<file path="config.mk">
export PLATFORM = sky130hd
export DESIGN_NAME = bakraid_ioctl_loader
export DESIGN_NICKNAME = d
export VERILOG_FILES = /design/src/rtl/bakraid_ioctl_loader.sv
export SDC_FILE = /design/constraint.sdc
export NUM_CORES = 1
export LEC_CHECK = 0
export CORE_ASPECT_RATIO = 1.75
export CORE_UTILIZATION = 58
export CTS_CLUSTER_DIAMETER = 60
export DETAILED_ROUTE_END_ITERATION = 10
export PLACE_DENSITY = 0.84
export SKIP_CTS_REPAIR_TIMING = 1
export SLEW_MARGIN = 10
export SYNTH_ARGS = -nofsm -noshare
export SYNTH_HDL_FRONTEND = slang
export SYNTH_SLANG_ARGS = --single-unit
export TNS_END_PERCENT = 1
</file>
<file path="constraint.sdc">
create_clock -name CLK -period 6.7 [get_ports CLK]
set_input_delay 0.67 -clock CLK [delete_from_list [all_inputs] [get_ports CLK]]
set_output_delay 0.67 -clock CLK [all_outputs]
set_load 0.02 [all_outputs]
</file>
<file path="src/rtl/bakraid_ioctl_loader.sv">
// Turns the ROM download byte stream into SDRAM bank writes through a small byte FIFO.
// Latency: 2 cycles from push to PROG_WE when the FIFO is empty; writes are spaced at least 3 cycles apart.
// Backpressure: PROG_WE is held until PROG_RDY; bytes arriving on a full FIFO are dropped and flagged. Optional: BAKRAID_LOADER_CHECKSUM_EN.

module bakraid_ioctl_loader_fifo #(
  parameter int W     = 34,
  parameter int DEPTH = 4
) (
  input  logic         clk,
  input  logic         reset,
  input  logic         wr_vld,
  output logic         wr_rdy,
  input  logic [W-1:0] wr_dat,
  output logic         rd_vld,
  input  logic         rd_rdy,
  output logic [W-1:0] rd_dat
);
  localparam int AW = $clog2(DEPTH);

  logic [W-1:0] mem [DEPTH];
  logic [AW:0]  wr_ptr;
  logic [AW:0]  rd_ptr;
  logic         full;

  assign rd_vld = (wr_ptr != rd_ptr);
  assign full   = (wr_ptr[AW] != rd_ptr[AW]) && (wr_ptr[AW-1:0] == rd_ptr[AW-1:0]);
  // A pop in the same cycle frees the slot, so a full FIFO still accepts.
  assign wr_rdy = !full || rd_rdy;
  assign rd_dat = mem[rd_ptr[AW-1:0]];

  always_ff @(posedge clk) begin
    if (reset) begin
      wr_ptr <= '0;
      rd_ptr <= '0;
    end else begin
      if (wr_vld && wr_rdy) begin
        mem[wr_ptr[AW-1:0]] <= wr_dat;
        wr_ptr <= wr_ptr + 1'b1;
      end
      if (rd_vld && rd_rdy)
        rd_ptr <= rd_ptr + 1'b1;
    end
  end
endmodule

module bakraid_ioctl_loader #(
  parameter logic [25:0] BA1_START  = 26'h0200000,
  parameter logic [25:0] BA2_START  = 26'h0400000,
  parameter logic [25:0] BA3_START  = 26'h0800000,
  parameter int          FIFO_DEPTH = 4
) (
  input  logic        CLK,
  input  logic        RESET,
  input  logic        DOWNLOADING,
  input  logic [25:0] IOCTL_ADDR,
  input  logic [7:0]  IOCTL_DOUT,
  input  logic        IOCTL_WR,
  output logic [21:0] PROG_ADDR,
  output logic [15:0] PROG_DATA,
  output logic [1:0]  PROG_MASK,
  output logic [1:0]  PROG_BA,
  output logic        PROG_WE,
  input  logic        PROG_RDY,
  output logic        DWNLD_BUSY,
  output logic        OVERFLOW,
  output logic        RANGE_ERR,
  output logic [15:0] CHECKSUM
);
  typedef enum logic [1:0] {IDLE, ISSUE, RECOVER} state_t;

  state_t      state, state_nxt;
  logic        dl_q;
  logic        dl_rise;
  logic        push_vld;
  logic        push_rdy;
  logic        pop_vld;
  logic        pop;
  logic [33:0] pop_dat;
  logic [25:0] pop_addr;
  logic [7:0]  pop_byte;
  logic [25:0] base;
  logic [1:0]  bank;
  logic [25:0] offset;
  logic        bad;

  assign dl_rise  = DOWNLOADING && !dl_q;
  assign push_vld = IOCTL_WR && DOWNLOADING;
  assign pop      = (state == IDLE) && pop_vld;
  assign pop_addr = pop_dat[33:8];
  assign pop_byte = pop_dat[7:0];
  assign PROG_WE  = (state == ISSUE);

  bakraid_ioctl_loader_fifo #(.W(34), .DEPTH(FIFO_DEPTH)) u_fifo (
    .clk    (CLK),
    .reset  (RESET),
    .wr_vld (push_vld),
    .wr_rdy (push_rdy),
    .wr_dat ({IOCTL_ADDR, IOCTL_DOUT}),
    .rd_vld (pop_vld),
    .rd_rdy (pop),
    .rd_dat (pop_dat)
  );

  always_comb begin
    bank = 2'd0;
    base = '0;
    if (pop_addr >= BA3_START) begin
      bank = 2'd3;
      base = BA3_START;
    end else if (pop_addr >= BA2_START) begin
      bank = 2'd2;
      base = BA2_START;
    end else if (pop_addr >= BA1_START) begin
      bank = 2'd1;
      base = BA1_START;
    end
    offset = pop_addr - base;
    // Each bank holds 4M words = 8M bytes; anything beyond is unreachable.
    bad    = |offset[25:23];
  end

  always_ff @(posedge CLK) begin
    if (RESET) state <= IDLE;
    else       state <= state_nxt;
  end

  always_comb begin
    state_nxt = state;
    case (state)
      IDLE:    if (pop_vld && !bad) state_nxt = ISSUE;
      ISSUE:   if (PROG_RDY) state_nxt = RECOVER;
      RECOVER: state_nxt = IDLE;
      default: state_nxt = IDLE;
    endcase
  end

  always_ff @(posedge CLK) begin
    if (RESET) begin
      PROG_ADDR <= '0;
      PROG_DATA <= '0;
      PROG_MASK <= 2'b11;
      PROG_BA   <= '0;
    end else if (pop && !bad) begin
      PROG_ADDR <= offset[22:1];
      PROG_DATA <= {pop_byte, pop_byte};
      PROG_MASK <= offset[0] ? 2'b10 : 2'b01;
      PROG_BA   <= bank;
    end
  end

  always_ff @(posedge CLK) begin
    if (RESET) begin
      dl_q       <= 1'b0;
      DWNLD_BUSY <= 1'b0;
      OVERFLOW   <= 1'b0;
      RANGE_ERR  <= 1'b0;
    end else begin
      dl_q       <= DOWNLOADING;
      DWNLD_BUSY <= DOWNLOADING || pop_vld || (state != IDLE);
      OVERFLOW   <= (OVERFLOW && !dl_rise) || (push_vld && !push_rdy);
      RANGE_ERR  <= (RANGE_ERR && !dl_rise) || (pop && bad);
    end
  end

`ifdef BAKRAID_LOADER_CHECKSUM_EN
  logic [15:0] sum_base;
  assign sum_base = dl_rise ? 16'd0 : CHECKSUM;

  always_ff @(posedge CLK) begin
    if (RESET)
      CHECKSUM <= '0;
    else if (push_vld && push_rdy)
      CHECKSUM <= sum_base + {8'd0, IOCTL_DOUT};
    else
      CHECKSUM <= sum_base;
  end
`else
  assign CHECKSUM = 16'd0;
`endif
endmodule

</file>
## Word level (Yosys, flattened, before mapping)

Memory sizes are Yosys's and may differ from the RTL's. A register that Yosys moved wholly into a read port is not among the register bits.
Index checks and enable logic that the tools add are counted.

- Bits in registers: 54
- Memory bits (writable): 136
- Bits of input ports: 39
- Logic and storage cells: 65
- Memories kept: 1

Memories:

| memory | words | width | rd ports | clocked after Yosys merged registers in | write ports | line | text |
|---|---|---|---|---|---|---|---|
| u_fifo.mem | 4 | 34 | 1 | 1 | 1 | 20 | `logic [W-1:0] mem [DEPTH];` |

- Add/subtract/negate cells: 3
- $lt $le $gt $ge: 3
- Equality and inequality tests: 6
- Muxes and demuxes: 15
- Reduce and logical (&&, ||, !) cells: 26

Operators with widths:

| cell | count |
|---|---|
| $ge 26x22->1 const B | 1 |
| $ge 26x23->1 const B | 1 |
| $ge 26x24->1 const B | 1 |
| $sub 26x26->26 | 1 |
| $mux 24 | 1 |
| $mux 23 | 1 |
| $mux 22 | 1 |
| $mux 2 | 7 |
| $logic_and 1x1->1 | 12 |
| $add 3x1->3 const B | 2 |
| $logic_not 1->1 | 5 |
| $logic_or 1x1->1 | 5 |
| $mux 1 | 4 |
| $ne 2x1->1 const B | 2 |
| $pmux 2 s2 | 1 |
| $ne 3x3->1 | 1 |
| $reduce_or 3->1 | 1 |
| $eq 2x1->1 const B | 1 |
| $eq 2x2->1 | 1 |
| $logic_not 2->1 | 1 |
| $reduce_and 2->1 | 1 |
| $reduce_bool 2->1 | 1 |
| $ne 1x1->1 | 1 |

## Depth between registers and ports, before layout

Gate-level depths: netlist (run 1).

- Depth in word-level cells: 10
- Mapped depth: 13
- Mapped depth without buffers: 11

## Cells and area by module

From an unflattened synthesis (run 1), not the netlist that was laid out.

- Cells, all modules: 464
- Area, all modules: 7536.0 sq um

By module, submodules not included:

| module | times used | cells an instance | area each (sq um) |
|---|---|---|---|
| bakraid_ioctl_loader_fifo | 1 | 235 | 5444.0 |
| bakraid_ioctl_loader | 1 | 229 | 2092.0 |

## Worst setup path after synthesis (run 1)

Ideal clock, no wire load.

- Kind: register -> register
- Start point: register (tool-made name)
- End point: register PROG_BA[0]
- Library setup time: 0.149 ns
- Data arrival time: 3.008 ns
- Data required time: 6.551 ns
- Path slack: 3.543 ns
- Cell stages (with the launch flop): 13
- Clock period less this slack: 3.157 ns
- Cells stage by stage: dfxtp_1 -> buf_6 -> buf_2 -> mux4_2 -> nand2_1 -> nor2_1 -> ha_1 -> fa_1 -> a2111o_1 -> a31o_2 -> buf_4 -> nor2_2 -> a311oi_1

RTL lines:

| element | line | text |
|---|---|---|
| to (signal assigned) | 147 | `PROG_BA <= bank;` |
| to (decl) | 61 | `output logic [1:0] PROG_BA,` |

==> results.sh, run 1 <==
export IMPL_status="complete, no violations"
export IMPL_post_drt_wl_per_cell_um=19.9
export IMPL_power_leakage_nw=2.80
export IMPL_syn_cell_area_um2=7180
export IMPL_h_tree_depth=4
export IMPL_dp_hpwl_um=8010
export IMPL_cts_root_buf="clkbuf_16"
export IMPL_final_cell_mix="edfxtp_1, clkdlybuf4s50_1, dfxtp_1"
export IMPL_postPlaceCellArea_um2=7990
export IMPL_grt_pass1_wl_um=21500
export IMPL_clkTransAtPathRegs_ns=0.07
export IMPL_final_common_cell="edfxtp_1"
export IMPL_synth_edf_count=136
export IMPL_timing_setup_tns_ns=0
export IMPL_die_w_um=86.1
export IMPL_criticalPathCategory="register to register"
export IMPL_cp_data_required_time_ns=7.02
export IMPL_cts_buffer_depth=2
export IMPL_relSlewSlack=0.218
export IMPL_gp_congestion=0.764
export IMPL_report_final_slew_viol_count=0
export IMPL_postSynthAreaPerCell_um2=16.2
export IMPL_rsz0062_at_grt="no"
export IMPL_ys_types=44
export IMPL_cts_tree="built"
export IMPL_ir_drop_mv=0.249
export IMPL_fin_cells=691
export IMPL_hold_violations=0
export IMPL_worst_slew_pin_slew_ns=1.17
export IMPL_crit_arrival_ns=4.96
export IMPL_fp_row_count=53
export IMPL_numPlacedInstances=659
export IMPL_antenna_found_initial=0
export IMPL_cap_violations=0
export IMPL_die_area_um2=12800
export IMPL_drtIter0Drc=261
export IMPL_numCtsBuffers=17
export IMPL_ys_flop_type="edfxtp_1"
export IMPL_num_vias=4011
export IMPL_yosysTopAreaCellShare=0.569
export IMPL_start_kind="register"
export IMPL_yosys_warnings=0
export IMPL_ioPinCount=101
export IMPL_grt_remaining_overflow=0
export IMPL_cp_end_kind="register"
export IMPL_synthArstFlopShare=0
export IMPL_nets=561
export IMPL_holdCritPathClass="register to register"
export IMPL_crit_fanout=35
export IMPL_min_period_ns=4.64
export IMPL_stdcell_area_um2=8600
export IMPL_vias_per_cell=5.80
export IMPL_final_util=0.712
export IMPL_fmax_mhz=216
export IMPL_hold_slack_ns=0.477
export IMPL_setup_viol=0
export IMPL_grt_usage=0.233
export IMPL_syn_instance_count=444
export IMPL_layout_area_overhead_vs_synth_pct=19.7
export IMPL_endpoint="PROG_MASK[1]"
export IMPL_period_share=0.693
export IMPL_drt_pass1_iterations=5
export IMPL_grt_max_degree=49
export IMPL_seq_area_frac_synth=0.702
export IMPL_core_area_um2=12100
export IMPL_antenna_cells=0
export IMPL_yosys_top_cells_area="edfxtp_1, dfxtp_1, mux4_2, buf_4, a21oi_1"
export IMPL_drc_errors=0
export IMPL_drt_total_wl_um=13800
export IMPL_clk_latency_ns=0.43
export IMPL_grt_pass1_vias=4111
export IMPL_route_antenna_remaining_nets=0
export IMPL_drive_gt1_frac=0.154
export IMPL_r2r_end="PROG_MASK[1]"
export IMPL_finalClockSkew_ns=0.00953
export IMPL_regToRegSetupSlack_ns=2.06
export IMPL_die_h_um=149
export IMPL_power_density_nw_per_um2=358
export IMPL_start_util=0.595
export IMPL_reg2regPathDepth=11
export IMPL_ys_seq_elements=184
export IMPL_io_buffers=84
export IMPL_clock_sinks=184
export IMPL_yosysTopAreaCell="edfxtp_1"
sequential cells by signal, indices dropped and copies added (netlist names), named ones only:
signal	cells
u_fifo.wr_ptr	3
PROG_ADDR	22
u_fifo.mem	136
u_fifo.rd_ptr	3
PROG_MASK	2
state	2
RANGE_ERR	1
OVERFLOW	1
PROG_DATA	8
dl_q	1
DWNLD_BUSY	1
PROG_BA	2
critical path, stage by stage, from the launching register on:
cell     delay (ns)
dfxtp_2        0.89
mux4_1         0.68
nor3_1         0.47
inv_1          0.08
nor2_1         0.12
ha_1           0.18
fa_1           0.24
nor3b_1        0.28
mux2i_1        0.19
a31oi_4        0.88
nand2_1        0.17
a211o_1        0.34
worst min-delay path by stage:
| stage | startpoint | end | slack, ns | cells after the start |
|---|---|---|---|---|
| 6_report | PROG_MASK[1] | PROG_MASK[1] | 0.48 | 1 |
| 5_1_grt | PROG_MASK[1] | PROG_MASK[1] | 0.50 | 1 |
| 4_1_cts | PROG_MASK[1] | PROG_MASK[1] | 0.48 | 1 |
| 3_5_place_dp | PROG_MASK[1] | PROG_MASK[1] | 0.46 | 1 |
| 3_3_place_gp | PROG_MASK[1] | PROG_MASK[1] | 0.45 | 1 |
| 2_1_floorplan | u_fifo.rd_ptr[1] | register | 0.48 | 2 |
power breakdown:
part	switching, W	internal, W	total [W]
Clock	0.000470	0.000504	0.000974
Combinational	0.000408	0.000315	0.000723
Sequential	0.0000923	0.00129	0.00138
metrics by stage:
| step | total power [W] | worst slack (ns) |
|---|---|---|
| 6_report | 0.00307 | 2.06 |
| 5_1_grt | 0.00319 | 1.55 |
| 4_1_cts | 0.00308 | 2.06 |
| 3_5_place_dp | 0.00212 | 2.09 |
| 3_3_place_gp | 0.00209 | 2.34 |
| 2_1_floorplan | 0.00191 | 3.54 |
metal layers:
| layer | vias to the layer above | track usage | wire length [µm] |
|---|---|---|---|
| met2 | 162 | 0.397 | 7760 |
| met1 | 2033 | 0.275 | 5020 |
| li1 | 1801 | - | - |
| met5 | - | 0 | 0 |
| met3 | 15 | 0.0481 | 810 |
| met4 | 0 | 0.125 | 194 |
kinds of logic (layout without fill, tap and decap cells):
group           Yosys count  after routing  share of synthesized area
mux                      35             35                      0.109
buf+inv                  57            124                     0.0486
flops                   184            184                      0.702
fa+ha+maj                 9              9                     0.0167
other cells               1             16                   0.000522
xor+xnor                  8              8                    0.00976
compound gates           79             79                     0.0641
simple gates             71             71                     0.0493
area by class of cell:
| cell class | instances | area [µm²] |
|---|---|---|
| Clock buffer | 17 | 425 |
| Clock inverter | 15 | 171 |
| Fill cell | 776 | 3470 |
| Inverter | 7 | 26.3 |
| Multi-Input combinational cell | 218 | 1880 |
| Sequential cell | 184 | 5050 |
| Tap cell | 165 | 206 |
| Timing Repair Buffer | 85 | 843 |
synth_stat cells, drive strengths merged (3+ instances only):
library cell  count
edfxtp          136
dfxtp            48
xnor2             5
nor2             15
clkbuf           18
nand3            28
nor2b             3
ha                8
nand2b            3
nor3              3
buf              32
inv               7
nand2             9
xor2              3
and2              4
a21oi            37
mux4             34
o21ai            29
Power figures use the tool's default switching activity.
==> inputs of run 2 (changes only) <==
--- a/config.mk
+++ b/config.mk
@@ -6,10 +6,10 @@
 export NUM_CORES = 1
 export LEC_CHECK = 0
 export CORE_ASPECT_RATIO = 1.75
-export CORE_UTILIZATION = 58
+export CORE_UTILIZATION = 54
 export CTS_CLUSTER_DIAMETER = 60
 export DETAILED_ROUTE_END_ITERATION = 10
-export PLACE_DENSITY = 0.84
+export PLACE_DENSITY = 0.79
 export SKIP_CTS_REPAIR_TIMING = 1
 export SLEW_MARGIN = 10
 export SYNTH_ARGS = -nofsm -noshare
==> constraint.sdc (replaced) <==
create_clock -name CLK -period 4.5 [get_ports CLK]
set_input_delay 0.45 -clock CLK [delete_from_list [all_inputs] [get_ports CLK]]
set_output_delay 0.45 -clock CLK [all_outputs]
set_load 0.02 [all_outputs]
==> run 2 against run 1 <==
Effect of this change:
- via count decreased by 0.52%
- power increased by 51%
- design area increased by 0.32%
- final cell count increased by 1.3%
==> results.sh, run 2 (synthesis results as in run 1) <==
export IMPL_status="complete, no violations"
export IMPL_grt_use_met1=0.236
export IMPL_die_w_um=89.2
export IMPL_crit_arrival_ns=4.18
export IMPL_finalClockSkew_ns=0.00803
export IMPL_fmax_mhz=260
export IMPL_final_common_cell="edfxtp_1"
export IMPL_rsz0062_at_grt="no"
export IMPL_h_tree_depth=4
export IMPL_io_buffers=84
export IMPL_grt_max_degree=49
export IMPL_cp_num_buf_inv=2
export IMPL_die_h_um=155
export IMPL_cp_end_kind="register"
export IMPL_clkTransAtPathRegs_ns=0.06
export IMPL_nets=564
export IMPL_largest_reg_flops=136
export IMPL_holdCritPathClass="register to register"
export IMPL_relSlewSlack=0.202
export IMPL_numCtsBuffers=17
export IMPL_final_cell_mix="edfxtp_1, clkdlybuf4s50_1, dfxtp_1"
export IMPL_cpMaxStageDelayCell="mux4_1"
export IMPL_drt_total_wl_um=13600
export IMPL_timing_setup_tns_ns=0
export IMPL_nFillCells=935
export IMPL_period_share=0.856
export IMPL_grtUsageMet2=0.381
export IMPL_ir_drop_mv=0.295
export IMPL_clk_latency_ns=0.42
export IMPL_dp_hpwl_um=8110
export IMPL_grt_use_met3=0.0454
export IMPL_drtIter0Drc=234
export IMPL_gp_congestion=0.823
export IMPL_num_vias=3990
export IMPL_min_period_ns=3.85
export IMPL_critPathTopFamily="simple AND/OR/NAND/NOR gates"
export IMPL_grt_pass1_vias=4123
export IMPL_drt_pass1_iterations=5
export IMPL_grt_pass1_wl_um=21100
export IMPL_start_util=0.555
export IMPL_power_density_nw_per_um2=540
export IMPL_antenna_found_initial=0
export IMPL_multi_input_area_um2=1870
export IMPL_hold_slack_ns=0.476
export IMPL_hold_violations=0
export IMPL_vias_per_cell=5.70
export IMPL_cp_cell_sequence="mux4_1 > nor3_1 > inv_1 > nor2_1 > ha_1 > fa_1 > nor3b_1 > mux2i_1 > a31oi_4 > buf_4 > nand3_1 > a21oi_1"
export IMPL_drc_errors=0
export IMPL_core_area_um2=12900
export IMPL_cts_tree="built"
export IMPL_grt_remaining_overflow=0
export IMPL_setup_viol=0
export IMPL_fp_row_count=55
export IMPL_clock_sinks=184
export IMPL_layout_area_overhead_vs_synth_pct=20.1
export IMPL_drive_gt1_frac=0.155
export IMPL_start_kind="register"
export IMPL_cts_buffer_depth=2
export IMPL_crit_fanout=26
export IMPL_antenna_cells=0
export IMPL_power_leakage_nw=2.81
export IMPL_worst_slew_pin_slew_ns=1.20
export IMPL_cp_data_required_time_ns=4.83
export IMPL_route_antenna_remaining_nets=0
export IMPL_die_area_um2=13800
export IMPL_regToRegSetupSlack_ns=0.65
export IMPL_setup_ws_ns=0.647
export IMPL_ioPinCount=101
export IMPL_seqCellArea_um2=5050
export IMPL_max_stage_delay_ns=0.63
export IMPL_criticalPathCategory="register to register"
export IMPL_final_util=0.667
export IMPL_busiest_layer="met2"
export IMPL_cts_root_buf="clkbuf_16"
export IMPL_grt_usage=0.214
export IMPL_report_final_slew_viol_count=0
export IMPL_place_ws_ns=0.760
export IMPL_cap_violations=0
export IMPL_post_drt_wl_per_cell_um=19.4
==> run 2: per-layer routing <==
metal | vias up | wire [µm]
met3 | 32 | 579
met5 | - | 0
met1 | 2001 | 5000
met4 | 0 | 352
li1 | 1805 | -
met2 | 152 | 7640
==> run 2: final timing paths <==
path                                endpoint  cells past startpoint         start
worst max-delay path            PROG_ADDR[0]                     12      register
worst min-delay path            PROG_MASK[1]                      1  PROG_MASK[1]
worst max register to register  PROG_ADDR[0]                     12      register
worst min register to register  PROG_MASK[1]                      1  PROG_MASK[1]
==> run 2: layout make-up <==
| type | count | share of cell area |
|---|---|---|
| multi-input cells | 218 | 0.217 |
| inverters | 7 | 0.00305 |
| well taps | 171 | 0.0248 |
| repair buffers | 88 | 0.100 |
| flip-flops and latches | 184 | 0.585 |
| clock buffers | 19 | 0.0502 |
| clock inverters | 13 | 0.0196 |
==> run 2: through the flow <==
step | instance area, µm² | std cells | total power [W]
6_report | 8620 | 700 | 0.00465
3_3_place_gp | 8020 | 668 | 0.00315
4_1_cts | 8620 | 700 | 0.00468
3_5_place_dp | 8020 | 668 | 0.00318
2_1_floorplan | 7240 | 459 | 0.00284
5_1_grt | 8620 | 700 | 0.00483
==> run 2: power by group <==
group          switching (W)  leakage, nW  internal [W]
clock               0.000618        0.294      0.000884
combinational       0.000686        0.900      0.000480
sequential         0.0000713         1.62       0.00191
total                0.00138         2.81       0.00328
